### src/rtl/dmux_pkg.sv
// rtl/dmux_pkg.sv - shared channel type and FSM states for the 1x8 demux serial driver
package dmux_pkg;

  localparam int CHAN_W = 3;

  typedef logic [CHAN_W-1:0] chan_t;

  typedef enum logic [1:0] {
    IDLE  = 2'd0,
    SHIFT = 2'd1,
    GAP   = 2'd2
  } state_t;

endpackage

### src/rtl/dmux18_serial_driver_if.sv
// rtl/dmux18_serial_driver_if.sv - word handshake in, serial bit plus demux select out
interface dmux18_serial_driver_if #(
  parameter int DATA_W = 8
);
  import dmux_pkg::*;

  logic              in_valid;
  logic              in_ready;
  logic [DATA_W-1:0] in_data;
  chan_t             in_chan;
  logic              a;
  logic              e;
  logic              s1;
  logic              s0;
  logic              busy;
  logic              frame_start;
  logic              frame_end;

  modport master (
    output in_valid, in_data, in_chan,
    input  in_ready, a, e, s1, s0, busy, frame_start, frame_end
  );

  modport slave (
    input  in_valid, in_data, in_chan,
    output in_ready, a, e, s1, s0, busy, frame_start, frame_end
  );

endinterface

### src/rtl/dmux_piso.sv
// rtl/dmux_piso.sv - parallel-in serial-out shifter with a registered serial bit
// The first bit is driven straight from the load so it appears the cycle after loading.
module dmux_piso #(
  parameter int DATA_W    = 8,
  parameter bit LSB_FIRST = 1'b1
) (
  input  logic              clk,
  input  logic              rst,
  input  logic              load_i,
  input  logic              shift_i,
  input  logic [DATA_W-1:0] data_i,
  output logic              dout_o
);

  logic [DATA_W-1:0] sr_q, sr_d;
  logic              dout_q, dout_d;

  function automatic logic head(input logic [DATA_W-1:0] v);
    return LSB_FIRST ? v[0] : v[DATA_W-1];
  endfunction

  function automatic logic [DATA_W-1:0] advance(input logic [DATA_W-1:0] v);
    return LSB_FIRST ? (v >> 1) : (v << 1);
  endfunction

  // Serial bit falls back to 0 whenever neither loading nor shifting.
  always_comb begin
    sr_d   = sr_q;
    dout_d = 1'b0;
    if (load_i) begin
      dout_d = head(data_i);
      sr_d   = advance(data_i);
    end else if (shift_i) begin
      dout_d = head(sr_q);
      sr_d   = advance(sr_q);
    end
  end

  always_ff @(posedge clk) begin
    if (rst) begin
      sr_q   <= '0;
      dout_q <= 1'b0;
    end else begin
      sr_q   <= sr_d;
      dout_q <= dout_d;
    end
  end

  assign dout_o = dout_q;

endmodule

### src/rtl/dmux18_serial_driver.sv
// rtl/dmux18_serial_driver.sv - serialises words onto the 1x8 demux data input
// Select lines change only on an accepted word so unselected demux outputs never glitch.
module dmux18_serial_driver
  import dmux_pkg::*;
#(
  parameter int DATA_W     = 8,
  parameter int GAP_CYCLES = 1,
  parameter bit LSB_FIRST  = 1'b1
) (
  input  logic                  clk,
  input  logic                  rst,
  dmux18_serial_driver_if.slave bus
);

  localparam int CNT_W = (DATA_W > 1) ? $clog2(DATA_W) : 1;
  localparam int GAP_W = (GAP_CYCLES > 0) ? $clog2(GAP_CYCLES + 1) : 1;
  localparam logic [CNT_W-1:0] BIT_LAST = CNT_W'(DATA_W - 1);
  localparam logic [GAP_W-1:0] GAP_LAST = GAP_W'((GAP_CYCLES > 0) ? GAP_CYCLES - 1 : 0);
  localparam bit BACK_TO_BACK = (GAP_CYCLES == 0);

  state_t           state_q, state_d;
  logic [CNT_W-1:0] bit_cnt_q, bit_cnt_d;
  logic [GAP_W-1:0] gap_cnt_q, gap_cnt_d;
  chan_t            sel_q, sel_d;
  logic             ready_q, ready_d;
  logic             busy_q, busy_d;
  logic             start_q, start_d;
  logic             end_q, end_d;
  logic             load;
  logic             shift;
  logic             accept;
  logic             serial_bit;

  assign accept = bus.in_valid && ready_q;

  always_comb begin
    state_d   = state_q;
    bit_cnt_d = bit_cnt_q;
    gap_cnt_d = gap_cnt_q;
    sel_d     = sel_q;
    load      = 1'b0;
    shift     = 1'b0;
    case (state_q)
      IDLE: begin
        if (accept) begin
          state_d   = SHIFT;
          bit_cnt_d = '0;
          sel_d     = bus.in_chan;
          load      = 1'b1;
        end
      end
      SHIFT: begin
        if (bit_cnt_q == BIT_LAST) begin
          // Without a gap the last bit cycle may accept the next word directly.
          if (BACK_TO_BACK && accept) begin
            bit_cnt_d = '0;
            sel_d     = bus.in_chan;
            load      = 1'b1;
          end else if (BACK_TO_BACK) begin
            state_d = IDLE;
          end else begin
            state_d   = GAP;
            gap_cnt_d = '0;
          end
        end else begin
          bit_cnt_d = bit_cnt_q + CNT_W'(1);
          shift     = 1'b1;
        end
      end
      GAP: begin
        if (gap_cnt_q == GAP_LAST) begin
          state_d = IDLE;
        end else begin
          gap_cnt_d = gap_cnt_q + GAP_W'(1);
        end
      end
      default: state_d = IDLE;
    endcase

    busy_d  = (state_d != IDLE);
    start_d = load;
    end_d   = (state_d == SHIFT) && (bit_cnt_d == BIT_LAST);
    ready_d = (state_d == IDLE) || (BACK_TO_BACK && end_d);
  end

  always_ff @(posedge clk) begin
    if (rst) begin
      state_q   <= IDLE;
      bit_cnt_q <= '0;
      gap_cnt_q <= '0;
      sel_q     <= '0;
      ready_q   <= 1'b1;
      busy_q    <= 1'b0;
      start_q   <= 1'b0;
      end_q     <= 1'b0;
    end else begin
      state_q   <= state_d;
      bit_cnt_q <= bit_cnt_d;
      gap_cnt_q <= gap_cnt_d;
      sel_q     <= sel_d;
      ready_q   <= ready_d;
      busy_q    <= busy_d;
      start_q   <= start_d;
      end_q     <= end_d;
    end
  end

  dmux_piso #(
    .DATA_W    (DATA_W),
    .LSB_FIRST (LSB_FIRST)
  ) u_piso (
    .clk     (clk),
    .rst     (rst),
    .load_i  (load),
    .shift_i (shift),
    .data_i  (bus.in_data),
    .dout_o  (serial_bit)
  );

  assign bus.in_ready    = ready_q;
  assign bus.a           = serial_bit;
  assign bus.e           = sel_q[2];
  assign bus.s1          = sel_q[1];
  assign bus.s0          = sel_q[0];
  assign bus.busy        = busy_q;
  assign bus.frame_start = start_q;
  assign bus.frame_end   = end_q;

endmodule

### src/flat_wrapper.sv
// flat-port wrapper written by rule: the top's interface ports become plain ports
module dmux18_serial_driver_flat import dmux_pkg::*;
#(
  parameter int DATA_W     = 8,
  parameter int GAP_CYCLES = 1,
  parameter bit LSB_FIRST  = 1'b1
)
  (clk, rst, bus_in_valid, bus_in_data, bus_in_chan, bus_in_ready, bus_a, bus_e, bus_s1, bus_s0, bus_busy, bus_frame_start, bus_frame_end);
  dmux18_serial_driver_if #(.DATA_W(DATA_W)) bus_i ();
  input  logic clk;
  input  logic rst;
  input wire logic [$bits(bus_i.in_valid)-1:0] bus_in_valid;
  input wire logic [$bits(bus_i.in_data)-1:0] bus_in_data;
  input wire logic [$bits(bus_i.in_chan)-1:0] bus_in_chan;
  output wire logic [$bits(bus_i.in_ready)-1:0] bus_in_ready;
  output wire logic [$bits(bus_i.a)-1:0] bus_a;
  output wire logic [$bits(bus_i.e)-1:0] bus_e;
  output wire logic [$bits(bus_i.s1)-1:0] bus_s1;
  output wire logic [$bits(bus_i.s0)-1:0] bus_s0;
  output wire logic [$bits(bus_i.busy)-1:0] bus_busy;
  output wire logic [$bits(bus_i.frame_start)-1:0] bus_frame_start;
  output wire logic [$bits(bus_i.frame_end)-1:0] bus_frame_end;
  assign bus_i.in_valid = bus_in_valid;
  assign bus_i.in_data = bus_in_data;
  assign bus_i.in_chan = bus_in_chan;
  assign bus_in_ready = bus_i.in_ready;
  assign bus_a = bus_i.a;
  assign bus_e = bus_i.e;
  assign bus_s1 = bus_i.s1;
  assign bus_s0 = bus_i.s0;
  assign bus_busy = bus_i.busy;
  assign bus_frame_start = bus_i.frame_start;
  assign bus_frame_end = bus_i.frame_end;
  dmux18_serial_driver #(.DATA_W(DATA_W), .GAP_CYCLES(GAP_CYCLES), .LSB_FIRST(LSB_FIRST)) u_core (.clk(clk), .rst(rst), .bus(bus_i));
endmodule
### config.mk
export PLATFORM = sky130hd
export DESIGN_NAME = dmux18_serial_driver_flat
export DESIGN_NICKNAME = d
export VERILOG_FILES = /design/src/rtl/dmux_pkg.sv /design/src/rtl/dmux18_serial_driver_if.sv /design/src/rtl/dmux_piso.sv /design/src/rtl/dmux18_serial_driver.sv /design/src/flat_wrapper.sv
export SDC_FILE = /design/constraint.sdc
export NUM_CORES = 1
export LEC_CHECK = 0
export BUFFER_PORTS_ARGS = -buffer_cell sky130_fd_sc_hd__buf_2
export CAP_MARGIN = 20
export CORE_MARGIN = 1
export CORE_UTILIZATION = 35
export DETAILED_ROUTE_END_ITERATION = 10
export SLEW_MARGIN = 20
export SYNTH_ARGS = -nofsm -noshare
export SYNTH_HDL_FRONTEND = slang
export SYNTH_SLANG_ARGS = --single-unit
### constraint.sdc
create_clock -name clk -period 1.4 [get_ports clk]
set_input_delay 0.07 -clock clk [delete_from_list [all_inputs] [get_ports clk]]
set_output_delay 0.07 -clock clk [all_outputs]
set_load 0.02 [all_outputs]
* Word level (Yosys, flattened, before mapping) *
Index checks and enable logic that the tools add are counted.

operators by class
  $add $sub $neg = 2
  $mul = 0
  div/mod/pow operators = 0
  order comparisons = 0
  equal/unequal tests = 6
  shift-type cells = 0
  mux-type cells = 18
  bitwise logic cells = 0
  reductions and logical operators = 9

operators with widths
  kind                                                   count
  2-to-1 mux 7 bit                                       2
  2-to-1 mux 1 bit                                       8
  == test 3 bit, second input constant                   2
  2-to-1 mux 2 bit                                       3
  2-to-1 mux 3 bit                                       2
  one-hot mux 2 bit (3 select lines)                     1
  one-hot mux 3 bit (2 select lines)                     1
  nonzero test 2 bit                                     3
  == test 2 x 1 -> 1 bit, second input constant          2
  zero test 2 bit                                        2
  AND reduction 2 bit                                    2
  adder 3 x 1 -> 3 bit, second input constant            1
  == test 2 bit, second input constant                   1
  logical AND 1 bit                                      2
  inequality test 2 x 1 -> 1 bit, second input constant  1
  one-hot mux 1 bit (2 select lines)                     1
  adder 1 bit, second input constant                     1

word-level totals
  register bits = 21
  latch bits = 0
  bits in writable memories = 0
  bits in read-only memories = 0
  input bits = 14
  output and inout port bits = 8
  word-level logic and storage cells = 45
  memories kept = 0

* Depth between registers and ports, before layout *
  depth in word-level cells = 5
  mapped depth = 5
  mapped depth without buffers = 4

* By module *
From an unflattened synthesis, not the netlist that was laid out.

unflattened totals
  cells, all modules = 85
  area, all modules = 825.8 um2

by module, submodules not included
  module                times used  cells each  area an instance (um2)  sequential area each (um2)
  dmux18_serial_driver  1           49          465.4                   240.2
  dmux_piso             1           36          360.3                   160.2

* Worst setup path after synthesis *
OpenSTA, ideal clock, no wires.

  kind = register -> register
  start point = register u_core.bit_cnt_q[0]
  end point = register u_core.bit_cnt_q[0]
  setup time = 70 ps
  data arrival time = 1,245 ps
  data required time = 1,330 ps
  slack = 85 ps
  cell stages (with the launch flop) = 6
  buffers on the path = 1
  period minus slack after synthesis = 1,315 ps
  path through = dfxtp_1 > ha_1 > and2_4 > buf_6 > or3_1 > a21oi_1

between the ends
  cells in the longest elaborated chain, start to end = 3
  elaborated cells between the ends (all ways) = 5
  classes of those cells = 1 x add/sub; 1 x eq/ne; 3 x mux

ends and longest elaborated chain
  item                                                          RTL line                                                text
  start, declared                                               dmux18_serial_driver.sv:22                              logic [CNT_W-1:0] bit_cnt_q, bit_cnt_d;
  start signal, assigned                                        dmux18_serial_driver.sv:98                              bit_cnt_q <= bit_cnt_d;
  adder 3 x 1 -> 3 bit / == test 3 bit (equally long branches)  dmux18_serial_driver.sv:66, dmux18_serial_driver.sv:53
  2-to-1 mux 3 bit                                              dmux18_serial_driver.sv:53                              if (bit_cnt_q == BIT_LAST) begin
  one-hot mux 3 bit (2 select lines) (*)                        dmux18_serial_driver.sv:43                              case (state_q)

Every way passes the cells marked *; elsewhere a longest branch is shown, timed or not.
A chain may end at the register's enable or synchronous reset.

* Worst setup path after layout *
  start point = register u_core.state_q[1]
  end point = register u_core.end_q, in the netlist u_core.bus.frame_end

between the ends
  cells in the longest elaborated chain, start to end = 4
  elaborated cells between the ends (all ways) = 11
  classes of those cells = 4 x eq/ne; 5 x mux; 2 x reduce/logical

ends and longest elaborated chain
  item                                                                                             RTL line                     text
  start, declared                                                                                  dmux18_serial_driver.sv:21   state_t state_q, state_d;
  start signal, assigned                                                                           dmux18_serial_driver.sv:97   state_q <= state_d;
  == test 2 x 1 -> 1 bit (tied with other cells)                                                   dmux18_serial_driver.sv:43
  one-hot mux 3 bit (2 select lines) / one-hot mux 2 bit (3 select lines) (equally long branches)  dmux18_serial_driver.sv:43
  == test 3 bit / == test 2 x 1 -> 1 bit (equally long branches)                                   dmux18_serial_driver.sv:82   end_d = (state_d == SHIFT) && (bit_cnt_d == BIT_LAST);
  logical AND 1 bit (*)                                                                            dmux18_serial_driver.sv:82
  end signal, assigned                                                                             dmux18_serial_driver.sv:104  end_q <= end_d;
  end, declared                                                                                    dmux18_serial_driver.sv:28   logic end_q, end_d;

Marked as above.

==> impl_metrics.sql <==
INSERT INTO impl_metrics (metric_group, metric, value, unit) VALUES
('finish', 'fillerInstances', '237', ''),
('cts', 'clock_insertion_delay_at_the_later_pin_of_the_skew_report', '0.30', 'ns'),
('synth', 'syn_area', '860.8', 'µm²'),
('cts', 'cts_inserted_buffers', '3', ''),
('synth', 'mappedNetlistNets', '101', ''),
('worst_setup_path', 'max_fanout_on_critical_path', '5', ''),
('pwr', 'internal-power', '0.8734', 'mW'),
('cts', 'clock_tree.htree_level_count', '1', ''),
('synth', 'syn_area_per_cell', '10.01', 'µm²'),
('worst_setup_path', 'worst_ep_required_time', '1.60', 'ns'),
('grt', 'grt_resource_usage_total', '0.1593', ''),
('detailed_routing', 'wl_per_cell', '12.89', 'µm'),
('synth', 'ys.warnings.count', '0', ''),
('timing', 'final.hold.worst_slack', '0.006642', 'ns'),
('cts', 'cts_tree', 'yes', ''),
('grt', 'gr-usage-met3', '0.01754', ''),
('pwr', 'combinationalPowerShare', '0.191', ''),
('placed_design', 'placed_area', '987.2', 'µm²'),
('cts', 'clkSinkCount', '20', ''),
('pwr', 'vdd_drop_max', '0.0006606', 'V'),
('cts', 'root_buffer_cell', 'sky130_fd_sc_hd__clkbuf_4', ''),
('floorplan', 'rows', '17', ''),
('floorplan', 'initial_utilization', '0.3818', ''),
('timing', 'worst_margin_slew', '0.4123', 'ns'),
('finish', 'synthToLayoutAreaGrowth', '26.45', '%'),
('worst_setup_path', 'register_to_register_setup_slack', '0.12', 'ns'),
('detailed_routing', 'antenna_violating_nets_post_route', '0', ''),
('timing', 'max-slew-margin-rel', '0.7251', ''),
('pwr', 'power.share.clock', '0.282', ''),
('synth', 'netlist_instances', '86', ''),
('grt', 'antenna_violations_before_repair', '0', ''),
('finish', 'highest_count_cells_in_the_layout_ignoring_fill_and_taps', 'sky130_fd_sc_hd__buf_2 (22), sky130_fd_sc_hd__dfxtp_1 (20), sky130_fd_sc_hd__a21oi_1 (10)', ''),
('timing', 'final.setup.tns', '0', 'ns'),
('status', 'outcome', 'finished, final reports clean', ''),
('placed_design', 'gp_congestion', '0.6599', ''),
('placed_design', 'numPlacedInstances', '133', ''),
('finish', 'antenna_cells', '0', ''),
('floorplan', 'die-width', '51.60', 'µm'),
('detailed_routing', 'totalWireLength', '1831', 'µm'),
('placed_design', 'buffer_ports.inserted', '21', ''),
('worst_setup_path', 'setup.worst_path.start_class', 'flip-flop', ''),
('grt', 'globalRoute.busiestLayer', 'met2', ''),
('floorplan', 'floorplan.die_area', '0.002662', 'mm²'),
('placed_design', 'dp_hpwl', '1190', 'µm'),
('run', 'cap_viol_max_count', '0', ''),
('detailed_routing', 'detail_route.first_pass.iterations', '4', ''),
('finish', 'post_route_cells_drive_above_1_share', '0.3684', ''),
('worst_setup_path', 'timing.critical_path.arrival', '1.49', 'ns'),
('cts', 'cts_setup_buffers', '0', ''),
('pwr', 'switching_power', '0.3273', 'mW'),
('grt', 'gr-usage-met1', '0.2007', ''),
('worst_hold_path', 'hold-path-cell-count', '3', ''),
('floorplan', 'core_footprint', '0.002255', 'mm²'),
('detailed_routing', 'drt_first_iter_violations', '3', ''),
('worst_setup_path', 'critical_path.endpoint_type', 'flip-flop', ''),
('cts', 'clk_pin_slew_worst_paths', '0.11', 'ns'),
('detailed_routing', 'via_per_inst', '5.303', ''),
('timing', 'max_clock_freq', '779.8', 'MHz'),
('finish', 'layout.area.seq', '400.4', 'µm²'),
('finish', 'fin_cells', '142', ''),
('grt', 'grt_util_met2', '0.2662', ''),
('detailed_routing', 'route.detailed.drc', '0', ''),
('finish', 'final_nets', '130', ''),
('synth', 'synth.yosys.seq_area_share', '0.4651', ''),
('finish', 'multi_input_comb_area', '414.1', 'µm²'),
('grt', 'largest_net_degree_at_the_start_of_global_routing', '19', ''),
('grt', 'wire_length_of_the_first_global_routing_pass', '3139', 'µm'),
('timing', 'setup_violations', '0', ''),
('synth', 'synthDistinctLibCells', '27', ''),
('cts', 'ctsLongestPathBuffers', '2', ''),
('timing', 'timing.final.hold_violations', '0', '');
-- metrics by stage --
step	total power [mW]	setup WS [ns]
after floorplan	0.7948	0.08489
after global placement	0.8508	0.1329
after detailed placement	0.8569	0.09516
after CTS	1.197	0.05219
after global routing	1.269	0.01114
final	1.201	0.1176
-- path summary, 6_finish.rpt --
| kind | end | startpoint |
|---|---|---|
| worst max-delay path | u_core.bus.frame_end$_SDFF_PP0_ | u_core.state_q[1]$_SDFF_PP0_ |
| worst min register to register | u_core.sel_q[2]$_SDFFE_PP0P_ | u_core.sel_q[2]$_SDFFE_PP0P_ |
| worst max register to register | u_core.bus.frame_end$_SDFF_PP0_ | u_core.state_q[1]$_SDFF_PP0_ |
| worst min-delay path | u_core.sel_q[1]$_SDFFE_PP0P_ | bus_in_chan[1] |
-- synthesized netlist by cell type --
cell,count,share of area
sky130_fd_sc_hd__nor2b_1,1,0.0073
sky130_fd_sc_hd__a21oi_1,10,0.058
sky130_fd_sc_hd__nand3b_1,1,0.0087
sky130_fd_sc_hd__buf_6,2,0.026
sky130_fd_sc_hd__and2_4,1,0.010
sky130_fd_sc_hd__clkbuf_1,1,0.0044
sky130_fd_sc_hd__nand2b_1,1,0.0073
sky130_fd_sc_hd__nor2_1,5,0.022
sky130_fd_sc_hd__o21ai_1,3,0.017
sky130_fd_sc_hd__a311oi_2,3,0.052
sky130_fd_sc_hd__a211oi_4,1,0.023
sky130_fd_sc_hd__nand3_1,4,0.023
sky130_fd_sc_hd__or3_1,1,0.0073
sky130_fd_sc_hd__buf_4,3,0.026
sky130_fd_sc_hd__ha_1,1,0.015
sky130_fd_sc_hd__o211ai_2,1,0.015
sky130_fd_sc_hd__o211ai_1,5,0.044
sky130_fd_sc_hd__nor4bb_4,1,0.029
sky130_fd_sc_hd__a21o_1,1,0.0087
sky130_fd_sc_hd__buf_2,2,0.012
sky130_fd_sc_hd__inv_1,2,0.0087
sky130_fd_sc_hd__nand4bb_1,1,0.013
sky130_fd_sc_hd__dfxtp_1,20,0.47
sky130_fd_sc_hd__nor4bb_1,1,0.012
sky130_fd_sc_hd__nor3_1,1,0.0058
sky130_fd_sc_hd__a32oi_1,4,0.041
sky130_fd_sc_hd__nand2_1,9,0.039
-- per-layer routing --
metal	wire, µm	part of all wire	up-vias
li1	-	-	370
met1	829	0.45	364
met2	909	0.50	14
met3	53	0.029	5
met4	39	0.021	0
met5	0	0	-
-- power by group through the flow --
stage          Clock (mW)  Combinational (mW)  Sequential [mW]
2_1_floorplan           0               0.133            0.662
3_3_place_gp            0               0.209            0.642
3_5_place_dp            0               0.213            0.644
4_1_cts             0.345               0.221            0.631
5_1_grt             0.377               0.255            0.637
6_report            0.339               0.230            0.632
-- kinds of logic (layout without fill, tap and decap cells) --
family	after synthesis	count (layout)	synth area share
AO/OA/AOI/OAI	28	28	0.2587
adder cells (fa/ha/maj)	1	1	0.01453
flip-flops	20	20	0.4651
AND/OR/NAND/NOR	27	27	0.1846
buffers and inverters	10	38	0.07703
-- sequential cells by signal (all words and copies together), names as in the netlist --
| signal | count |
|---|---|
| u_core.u_piso.sr_q | 7 |
| u_core.bit_cnt_q | 3 |
| u_core.sel_q | 3 |
| u_core.state_q | 2 |
| u_core.bus.busy | 1 |
| u_core.bus.frame_end | 1 |
| u_core.bus.frame_start | 1 |
| u_core.bus.in_ready | 1 |
| u_core.u_piso.dout_o | 1 |
-- repair_timing --
action,CTS,global route
endpoints found under the hold margin,4,0
resized for setup,0,5
setup endpoints to repair,0,7
hold buffers,4,0
-- layout make-up --
cell class | instances | share of cell area
Multi-Input combinational cell | 56 | 0.3805
Sequential cell | 20 | 0.3678
Timing Repair Buffer | 32 | 0.1793
Clock buffer | 4 | 0.03333
Tap cell | 28 | 0.03218
Inverter | 2 | 0.006897
-- worst max-delay path: stages (launching register included) --
cell and delay, ns:
sky130_fd_sc_hd__dfxtp_1 0.32, sky130_fd_sc_hd__buf_4 0.14, sky130_fd_sc_hd__nor4bb_4 0.30, sky130_fd_sc_hd__buf_4 0.20, sky130_fd_sc_hd__a211oi_4 0.05, sky130_fd_sc_hd__nor4bb_4 0.16
Note: power is estimated with default switching activity, not from simulation.
